`config.mk`:
```
export PLATFORM = sky130hd
export DESIGN_NAME = clause_dispatcher
export DESIGN_NICKNAME = d
export VERILOG_FILES = /design/src/rtl/clause_dispatcher_pkg.sv /design/src/rtl/clause_dispatcher_slot_allocator.sv /design/src/rtl/clause_dispatcher.sv
export SDC_FILE = /design/constraint.sdc
export NUM_CORES = 1
export LEC_CHECK = 0
export BUFFER_PORTS_ARGS = -buffer_cell sky130_fd_sc_hd__buf_2
export CORE_MARGIN = 2
export CORE_UTILIZATION = 40
export CTS_CLUSTER_SIZE = 10
export DETAILED_ROUTE_END_ITERATION = 8
export HOLD_SLACK_MARGIN = 0.1
export PLACE_DENSITY = 0.69
export SLEW_MARGIN = 0
export SYNTH_ARGS = -nofsm -noshare
export SYNTH_HDL_FRONTEND = slang
export SYNTH_SLANG_ARGS = --single-unit
```
`constraint.sdc`:
```
create_clock -name clock -period 21.9 [get_ports clock]
set_input_delay 4.38 -clock clock [delete_from_list [all_inputs] [get_ports clock]]
set_output_delay 4.38 -clock clock [all_outputs]
set_load 0.005 [all_outputs]
```
`src/rtl/clause_dispatcher_pkg.sv`:
```
// Shared SAT-solver definitions: engine/clause geometry, clause type and
// dispatcher state codes used by the arbiter and the engines.
package clause_dispatcher_pkg;

  localparam int SAT_NUM_ENGINE      = 4;
  localparam int SAT_CLA_LENGTH      = 3;
  localparam int SAT_VARIABLE_LENGTH = 11;
  localparam int SAT_CW              = SAT_VARIABLE_LENGTH * SAT_CLA_LENGTH;

  typedef logic [SAT_CW-1:0] clause_t;

  localparam logic [1:0] ST_IDLE  = 2'd0;
  localparam logic [1:0] ST_RUN   = 2'd1;
  localparam logic [1:0] ST_DRAIN = 2'd2;
  localparam logic [1:0] ST_DONE  = 2'd3;

endpackage

```
`src/rtl/clause_dispatcher_slot_allocator.sv`:
```
// Combinational prefix allocator: maps accepted non-padding clauses, in order,
// onto free holding slots in ascending engine index.
module slot_allocator
  import clause_dispatcher_pkg::*;
#(
  parameter int NUM_ENGINE = SAT_NUM_ENGINE,
  localparam int CNT_W = $clog2(NUM_ENGINE) + 1,
  localparam int SEL_W = (NUM_ENGINE > 1) ? $clog2(NUM_ENGINE) : 1
) (
  input  logic [NUM_ENGINE-1:0]            free_mask,
  input  logic [NUM_ENGINE-1:0]            pad_mask,
  input  logic [CNT_W-1:0]                 offer_cnt,
  output logic [NUM_ENGINE-1:0]            load_en,
  output logic [NUM_ENGINE-1:0][SEL_W-1:0] sel,
  output logic [CNT_W-1:0]                 accept_cnt
);

  logic [CNT_W-1:0]                 free_n;
  logic [CNT_W-1:0]                 real_n;
  logic [CNT_W-1:0]                 rank;
  logic [NUM_ENGINE-1:0][SEL_W-1:0] real_idx;

  always_comb begin
    free_n = '0;
    for (int s = 0; s < NUM_ENGINE; s++)
      free_n = free_n + CNT_W'(free_mask[s]);
    accept_cnt = (offer_cnt < free_n) ? offer_cnt : free_n;

    // Padding clauses are consumed but claim no slot, so only real ones are ranked.
    real_n   = '0;
    real_idx = '0;
    for (int c = 0; c < NUM_ENGINE; c++) begin
      if ((CNT_W'(c) < accept_cnt) && !pad_mask[c]) begin
        real_idx[real_n[SEL_W-1:0]] = SEL_W'(c);
        real_n = real_n + CNT_W'(1);
      end
    end

    rank    = '0;
    load_en = '0;
    sel     = '0;
    for (int s = 0; s < NUM_ENGINE; s++) begin
      if (free_mask[s]) begin
        if (rank < real_n) begin
          load_en[s] = 1'b1;
          sel[s]     = real_idx[rank[SEL_W-1:0]];
        end
        rank = rank + CNT_W'(1);
      end
    end
  end

endmodule

```
`src/rtl/clause_dispatcher.sv`:
```
// Clause dispatcher: pulls clauses from the latency buffer into one holding
// slot per engine and hands them off when the engine is ready.
module clause_dispatcher
  import clause_dispatcher_pkg::*;
#(
  parameter int NUM_ENGINE      = SAT_NUM_ENGINE,
  parameter int CLA_LENGTH      = SAT_CLA_LENGTH,
  parameter int VARIABLE_LENGTH = SAT_VARIABLE_LENGTH,
  parameter int CW              = VARIABLE_LENGTH * CLA_LENGTH,
  localparam int CNT_W = $clog2(NUM_ENGINE) + 1,
  localparam int SEL_W = (NUM_ENGINE > 1) ? $clog2(NUM_ENGINE) : 1
) (
  input  logic                          clock,
  input  logic                          reset,
  input  logic                          start_in,
  input  logic                          empty_in,
  input  logic [CNT_W-1:0]              clause_released_in,
  input  logic [NUM_ENGINE-1:0][CW-1:0] clause_in,
  input  logic                          abort_in,
  input  logic [NUM_ENGINE-1:0]         eng_ready_in,
  input  logic [NUM_ENGINE-1:0]         eng_busy_in,
  output logic [CNT_W-1:0]              clause_received_out,
  output logic [NUM_ENGINE-1:0]         eng_valid_out,
  output logic [NUM_ENGINE-1:0][CW-1:0] eng_clause_out,
  output logic [15:0]                   dispatched_cnt_out,
  output logic                          done_out
);

  function automatic logic [15:0] sat_add(input logic [15:0] a, input logic [CNT_W-1:0] b);
    logic [16:0] sum;
    sum = {1'b0, a} + 17'(b);
    return sum[16] ? 16'hFFFF : sum[15:0];
  endfunction

  logic [1:0]                    state;
  logic [NUM_ENGINE-1:0]         slot_valid;
  logic [NUM_ENGINE-1:0][CW-1:0] slot_clause;
  logic [15:0]                   dispatched_cnt;

  logic [CNT_W-1:0]                 released;
  logic [CNT_W-1:0]                 offer;
  logic [NUM_ENGINE-1:0]            pad_mask;
  logic [NUM_ENGINE-1:0]            handoff;
  logic [CNT_W-1:0]                 n_handoff;
  logic [NUM_ENGINE-1:0]            load_en;
  logic [NUM_ENGINE-1:0][SEL_W-1:0] sel;
  logic [CNT_W-1:0]                 accept_cnt;

  always_comb begin
    released = (clause_released_in > CNT_W'(NUM_ENGINE)) ? CNT_W'(NUM_ENGINE)
                                                          : clause_released_in;
    offer    = ((state == ST_RUN) && !abort_in) ? released : '0;
    handoff  = slot_valid & eng_ready_in;
    n_handoff = '0;
    for (int i = 0; i < NUM_ENGINE; i++) begin
      pad_mask[i] = (clause_in[i] == '0);
      n_handoff   = n_handoff + CNT_W'(handoff[i]);
    end
  end

  slot_allocator #(.NUM_ENGINE(NUM_ENGINE)) u_alloc (
    .free_mask  (~slot_valid),
    .pad_mask   (pad_mask),
    .offer_cnt  (offer),
    .load_en    (load_en),
    .sel        (sel),
    .accept_cnt (accept_cnt)
  );

  // Slot and state registers; abort wins over handoff, load and transitions.
  always_ff @(posedge clock) begin
    if (reset) begin
      state          <= ST_IDLE;
      slot_valid     <= '0;
      slot_clause    <= '0;
      dispatched_cnt <= '0;
    end else if (abort_in) begin
      state      <= ST_IDLE;
      slot_valid <= '0;
    end else begin
      for (int i = 0; i < NUM_ENGINE; i++) begin
        if (load_en[i]) begin
          slot_valid[i]  <= 1'b1;
          slot_clause[i] <= clause_in[sel[i]];
        end else if (handoff[i]) begin
          slot_valid[i] <= 1'b0;
        end
      end

      if ((state == ST_IDLE) && start_in)
        dispatched_cnt <= '0;
      else
        dispatched_cnt <= sat_add(dispatched_cnt, n_handoff);

      case (state)
        ST_IDLE:  if (start_in) state <= ST_RUN;
        ST_RUN:   if (empty_in && (accept_cnt == '0)) state <= ST_DRAIN;
        ST_DRAIN: begin
          if (!empty_in)
            state <= ST_RUN;
          else if ((slot_valid == '0) && (eng_busy_in == '0))
            state <= ST_DONE;
        end
        ST_DONE:  if (!start_in) state <= ST_IDLE;
        default:  state <= ST_IDLE;
      endcase
    end
  end

  assign clause_received_out = reset ? '0 : accept_cnt;
  assign eng_valid_out       = slot_valid & {NUM_ENGINE{~reset}};
  assign eng_clause_out      = slot_clause;
  assign dispatched_cnt_out  = dispatched_cnt;
  assign done_out            = (state == ST_DONE) && !reset;

endmodule

```
==> results_dict.tcl, run 1 <==
set metrics [dict create \
    outcome "finished, violations left" \
    failed_checks "DRC" \
    vias 11800 \
    fin_crit_ns 10.93 \
    syn_inst 1208 \
    reg2reg_depth 28 \
    cts_hold_buf 0 \
    power_density_nw_per_um2 65.2 \
    switchingPower_mw 0.268 \
    cp_max_fo 22 \
    r2r-end "eng_clause_out[80]" \
    synthXorXnorAreaFrac_pct 0.417 \
    r2r_start "slot_valid[1]" \
    grt_overflow 0 \
    drc_errors 1 \
    synthSimpleGateAreaFrac_pct 15.7 \
    switching_share_pct 32.0 \
    drt_pre_antenna_iters 9 \
    power.total_mw 0.837 \
    synth_top_family_by_area "compound AO/OA/AOI/OAI gates" \
    numCtsBuffers 17 \
    rsz0062_at_grt "false" \
    synth_fa_ha_area_share_pct 3.02 \
    die_h_um 166 \
    crit_type "input port to flip-flop" \
    finalSetupViolations 0 \
    h-tree-depth 4 \
    grt_pass1_vias 11300 \
    clock_tree.buffer_depth 2 \
    finClkSkew_ns 0.0237 \
    dp_slack_ns 10.67 \
    irDropWorstVdd_v 0.0000415 \
    port_buffers 303 \
    start_util_pct 40.6 \
    leakagePower_nw 5.64 \
    synth_seq_cells 154 \
    clk_pin_slew_ns 0.07 \
    critPathMaxStageDelay_ns 0.56 \
    postCtsSetupBuffers 0 \
    crit_start "abort_in" \
    synth-edff-count 0 \
    synthArstFlopShare_pct 0 \
    fin_area_sq_um 12800 \
    tritoncts "yes" \
    synth.area.mux_share_pct 13.4 \
    synth_common_cells "dfxtp_1 (154), mux2i_1 (137), nand2_1 (113)" \
    grt_max_degree 67 \
    max_freq_mhz 91.5 \
    critPathLaunchType "input port" \
    synth-compound-area-share_pct 32.3 \
    netlist.area_leader.share_pct 29.3 \
    core-area_sq_um 25900 \
    slew_headroom_pct 16.8 \
    utilization_pct 49.5 \
    die_area_sq_um 27600 \
    fin_setup_tns_ns 0 \
    die_x_um 166 \
    grt_pass1_wl_um 67500 \
    worst_pin_slew_ns 1.24 \
    finalCritPeriodShare_pct 49.9 \
    yosysMostFrequentCell "dfxtp_1" \
    synth_seq_area_share_pct 29.3 \
    netlist_area_sq_um 10500 \
    endpoint "eng_clause_out[80]" \
    gp_congestion 0.909 \
    ys_types 71 \
    clock_power_share_pct 39.0 \
    maxCapViolCount 0 \
    post_cts_resize_count 0 \
    clockRootBuffer "clkbuf_16" \
    clock_sinks 154 \
    synth_nets 1379 \
    syn_to_final_growth_pct 22.1 \
    routed_via_density 6.60 \
    nets 1615 \
    place_hpwl_um 30200 \
    hold_viol 0 \
    end_kind "flip-flop" \
    io_pins 304 \
    wl_per_cell_um 24.8 \
    min_path_type "flip-flop to flip-flop" \
    drt_iter0_markers 1555 \
    crit_required_ns 22.25 \
    postRouteAntennaNets 0 \
    regToRegSetupSlack_ns 13.48 \
    syn_avg_cell_area_sq_um 8.70 \
    clkLatencyLatePin_ns 0.44 \
    pwr-share-seq_pct 37.6 \
    crit_family "simple AND/OR/NAND/NOR gates" \
    yosysTopAreaCell "dfxtp_1" \
    synth_area_leaders "dfxtp_1 (29%), mux2i_1 (13%), o32ai_2 (4.6%)" \
    ys.flop_type "dfxtp_1" \
    cp.depth 26 \
    drv_slew 0 \
    drive_above_1_share_pct 30.4 \
    cp_slowest_cell "o21ai_0" \
    path_buf_inv 3 \
    fillers 2482 \
    row_count 59 \
    track_usage_pct 31.0 \
    p_comb_share_pct 23.4 \
    yosysWarnings 0 \
    cp.arrival_ns 11.28 \
    antenna_found_initial 3 \
    place_area_sq_um 12200 \
    fin_ws_ns 10.97 \
    p_int_mw 0.569 \
    wirelength_um 44400 \
]
==> final cells by class <==
cell class	count	area (sq um)	area share [%]
flip-flops and latches	154	3080	24.0
clock buffers	18	439	3.42
multi-input cells	921	6920	53.9
well taps	335	419	3.27
clock inverters	13	193	1.50
repair buffers	325	1680	13.1
diodes	1	2.50	0.0195
inverters	25	93.8	0.731
==> registers in the layout (all words and copies together), names as in the netlist <==
signal              flops
eng_clause_out        132
dispatched_cnt_out     16
slot_valid              4
state                   2
==> through the flow <==
stage / hold WS, ns / std cells
2_1_floorplan: 0.457 / 1208
3_3_place_gp: 0.439 / 1760
3_5_place_dp: 0.442 / 1760
4_1_cts: 0.460 / 1791
5_1_grt: 0.480 / 1792
6_report: 0.465 / 1792
==> worst reg2reg max path, delay by kind of cell, from the launching register on <==
family	cells	cell delay, ns
fa+ha+maj	7	2.44
simple gates	11	2.38
compound gates	6	1.93
buf+inv	4	0.88
flops	1	0.66
==> cells by family (layout without fill, tap and decap cells) <==
family,after synthesis,count (layout)
simple gates,352,352
xor+xnor,5,5
buf+inv,133,381
other cells,0,1
mux,140,140
fa+ha+maj,23,23
flops,154,154
compound gates,401,401
==> metal layers <==
metal	routed length, um	vias up	global-route usage, %
li1	-	5174	-
met1	18100	5663	41.1
met2	19900	828	47.9
met3	4520	150	6.89
met4	1920	4	14.7
met5	31	-	0
==> cells in the final DEF, fill, tap and decap left out, types with 5 or more instances in the layout <==
master / instances
dfxtp_1: 154
nand2_1: 113
a222oi_1: 31
nor2b_1: 5
inv_1: 24
o221ai_1: 34
clkbuf_16: 17
buf_2: 302
nor2_1: 100
o21ai_0: 38
ha_1: 19
o32ai_2: 30
and3_1: 6
a31oi_1: 5
o21bai_1: 33
o21a_1: 5
nor4_1: 30
and2_1: 7
a211oi_1: 32
mux2i_1: 137
nor3_1: 17
a221oi_2: 30
o21ai_1: 27
a21oi_1: 64
buf_4: 23
a221oi_1: 35
nand3_1: 40
nand4_1: 9
==> how the worst min path moves through the flow <==
stage                     cells after the start            endpoint  slack [ns]          startpoint
after global placement                        2  eng_clause_out[90]        0.44  eng_clause_out[90]
after detailed placement                      2  eng_clause_out[93]        0.44  eng_clause_out[93]
after floorplan                               2  eng_clause_out[66]        0.46  eng_clause_out[66]
after global routing                          2  eng_clause_out[89]        0.48  eng_clause_out[89]
after CTS                                     2  eng_clause_out[93]        0.46  eng_clause_out[93]
final                                         2  eng_clause_out[93]        0.47  eng_clause_out[93]
==> power groups by stage <==
stage                     combinational, mW  clock (mW)  sequential (mW)
after floorplan                       0.105           0            0.318
after global placement                0.188           0            0.320
after detailed placement              0.192           0            0.320
after CTS                             0.193       0.330            0.314
after global routing                  0.211       0.343            0.316
final                                 0.196       0.327            0.314
Note: power is estimated with default switching activity, not from simulation.
==> run 2, diff against run 1 <==
--- a/config.mk
+++ b/config.mk
@@ -11,7 +11,7 @@
 export CTS_CLUSTER_SIZE = 10
 export DETAILED_ROUTE_END_ITERATION = 8
 export HOLD_SLACK_MARGIN = 0.1
-export PLACE_DENSITY = 0.69
+export PLACE_DENSITY = 0.72
 export SLEW_MARGIN = 0
 export SYNTH_ARGS = -nofsm -noshare
 export SYNTH_HDL_FRONTEND = slang
==> constraint.sdc (replaced) <==
create_clock -name clock -period 9.7 [get_ports clock]
set_input_delay 1.94 -clock clock [delete_from_list [all_inputs] [get_ports clock]]
set_output_delay 1.94 -clock clock [all_outputs]
set_load 0.005 [all_outputs]
==> results_dict.tcl, run 2 (same netlist as run 1, synthesis figures left out) <==
set metrics [dict create \
    slew_headroom_pct 13.4 \
    end_kind "flip-flop" \
    met3_wirelength_um 4570 \
    crit_type "input port to flip-flop" \
    clkLatencyLatePin_ns 0.44 \
    nets 1618 \
    finalCritPeriodShare_pct 85.4 \
    clock_tree.buffer_depth 2 \
    grt_pass1_vias 11200 \
    drive_above_1_share_pct 30.5 \
    wl_per_cell_um 24.4 \
    fin_setup_tns_ns 0 \
    die_area_sq_um 27600 \
    p_comb_share_pct 24.1 \
    track_usage_pct 30.5 \
    switchingPower_mw 0.620 \
    cts_hold_buf 0 \
    post-place-cells 1763 \
    cp_max_fo 21 \
    io_pins 304 \
    rsz0062_at_grt "false" \
    port_buffers 303 \
    final_cell_mix "buf_2 (302), dfxtp_1 (154), mux2i_1 (137), nand2_1 (113), nor2_1 (100)" \
    drt_pre_antenna_iters 8 \
    grt_pass1_wl_um 67200 \
    leakagePower_nw 5.62 \
    outcome "complete, no violations" \
    routed_via_density 6.47 \
    postRouteAntennaNets 0 \
    clockRootBuffer "clkbuf_16" \
    finalSetupViolations 0 \
    cp.arrival_ns 8.58 \
    fin_crit_ns 8.28 \
    p_int_mw 1.21 \
    vias 11600 \
    critPathLaunchType "input port" \
    core-area_sq_um 25900 \
    clock_sinks 154 \
    fin_ws_ns 1.42 \
    die_h_um 166 \
    hold_viol 0 \
    drv_slew 0 \
    max_freq_mhz 121 \
    largest_register_ffs 132 \
    tritoncts "yes" \
    syn_to_final_growth_pct 21.8 \
    antenna_found_initial 4 \
    grt_overflow 0 \
    min_path_type "flip-flop to flip-flop" \
    drc_errors 0 \
    pwr-share-seq_pct 38.9 \
    die_x_um 166 \
    post_cts_resize_count 0 \
    irDropWorstVdd_v 0.0000912 \
    switching_share_pct 34.0 \
    top_layer_used "met5" \
    crit_required_ns 10.00 \
    multi_input_comb_area_sq_um 6920 \
    clock_power_share_pct 37.0 \
    dp_slack_ns 1.08 \
    m1WireLength_um 17900 \
    h-tree-depth 4 \
    place_hpwl_um 30800 \
    row_count 59 \
    finClkSkew_ns 0.0165 \
    wirelength_um 43900 \
    grt_max_degree 67 \
    start_util_pct 40.6 \
    gp_congestion 0.906 \
    maxCapViolCount 0 \
    fillers 2477 \
    numCtsBuffers 17 \
    route.met2.wl_um 19900 \
    postCtsSetupBuffers 0 \
    final_common_cell "buf_2" \
    power_density_nw_per_um2 143 \
    drt_iter0_markers 1744 \
    regArea_sq_um 3080 \
    final_cells 1797 \
    worst_pin_slew_ns 1.30 \
    clk_pin_slew_ns 0.07 \
]
run 2: power groups by stage:
stage | sequential (mW) | clock (mW) | combinational (mW)
after floorplan | 0.719 | 0 | 0.236
after global placement | 0.722 | 0 | 0.428
after detailed placement | 0.723 | 0 | 0.432
after CTS | 0.709 | 0.676 | 0.434
after global routing | 0.714 | 0.703 | 0.475
final | 0.710 | 0.675 | 0.441
run 2: per-layer routing:
metal | vias up | track usage [%]
met4 | 4 | 11.7
met1 | 5510 | 40.2
met5 | - | 0
met3 | 126 | 7.32
li1 | 5189 | -
met2 | 799 | 48.4
run 2: through the flow:
step	cell area (sq um)	utilization, %	hold slack, ns	power, mW
2_1_floorplan	10500	-	0.457	0.955
3_3_place_gp	12200	47.2	0.438	1.15
3_5_place_dp	12200	47.2	0.445	1.15
4_1_cts	12800	49.4	0.467	1.82
5_1_grt	12800	49.4	0.490	1.89
6_report	12800	49.4	0.463	1.83
run 2: worst paths after layout:
| kind | start | to | slack (ns) | depth (start not counted) |
|---|---|---|---|---|
| max | abort_in | eng_clause_out[107] | 1.42 | 28 |
| min | eng_clause_out[90] | eng_clause_out[90] | 0.46 | 2 |
| max reg2reg | slot_valid[1] | eng_clause_out[107] | 1.54 | 30 |
| min reg2reg | eng_clause_out[90] | eng_clause_out[90] | 0.46 | 2 |
run 2: critical path: stages:
cell and delay [ns]:
buf_2 0.23, or3_4 0.46, nor2_1 0.13, ha_1 0.27, nand3b_1 0.09, nand2_1 0.05
o21ai_0 0.58, and2_1 0.32, nand2_1 0.09, o41a_1 0.15, ha_1 0.49, inv_1 0.17
nor2_1 0.07, and2_0 0.15, a222oi_1 0.41, nand2_1 0.22, ha_1 0.37, nand2_1 0.06
o21ai_0 0.14, ha_1 0.26, nor2_1 0.14, nand2_1 0.07, a21oi_1 0.18, o31a_1 0.30
and2_2 0.63, buf_12 0.27, mux2i_1 0.20, o211ai_1 0.09
run 2: cell type report:
type | instances | share of cell area (%)
clock inverters | 14 | 1.08
clock buffers | 18 | 3.35
flip-flops and latches | 154 | 24.1
repair buffers | 328 | 13.4
diodes | 2 | 0.0391
well taps | 335 | 3.27
multi-input cells | 921 | 54.0
inverters | 25 | 0.733
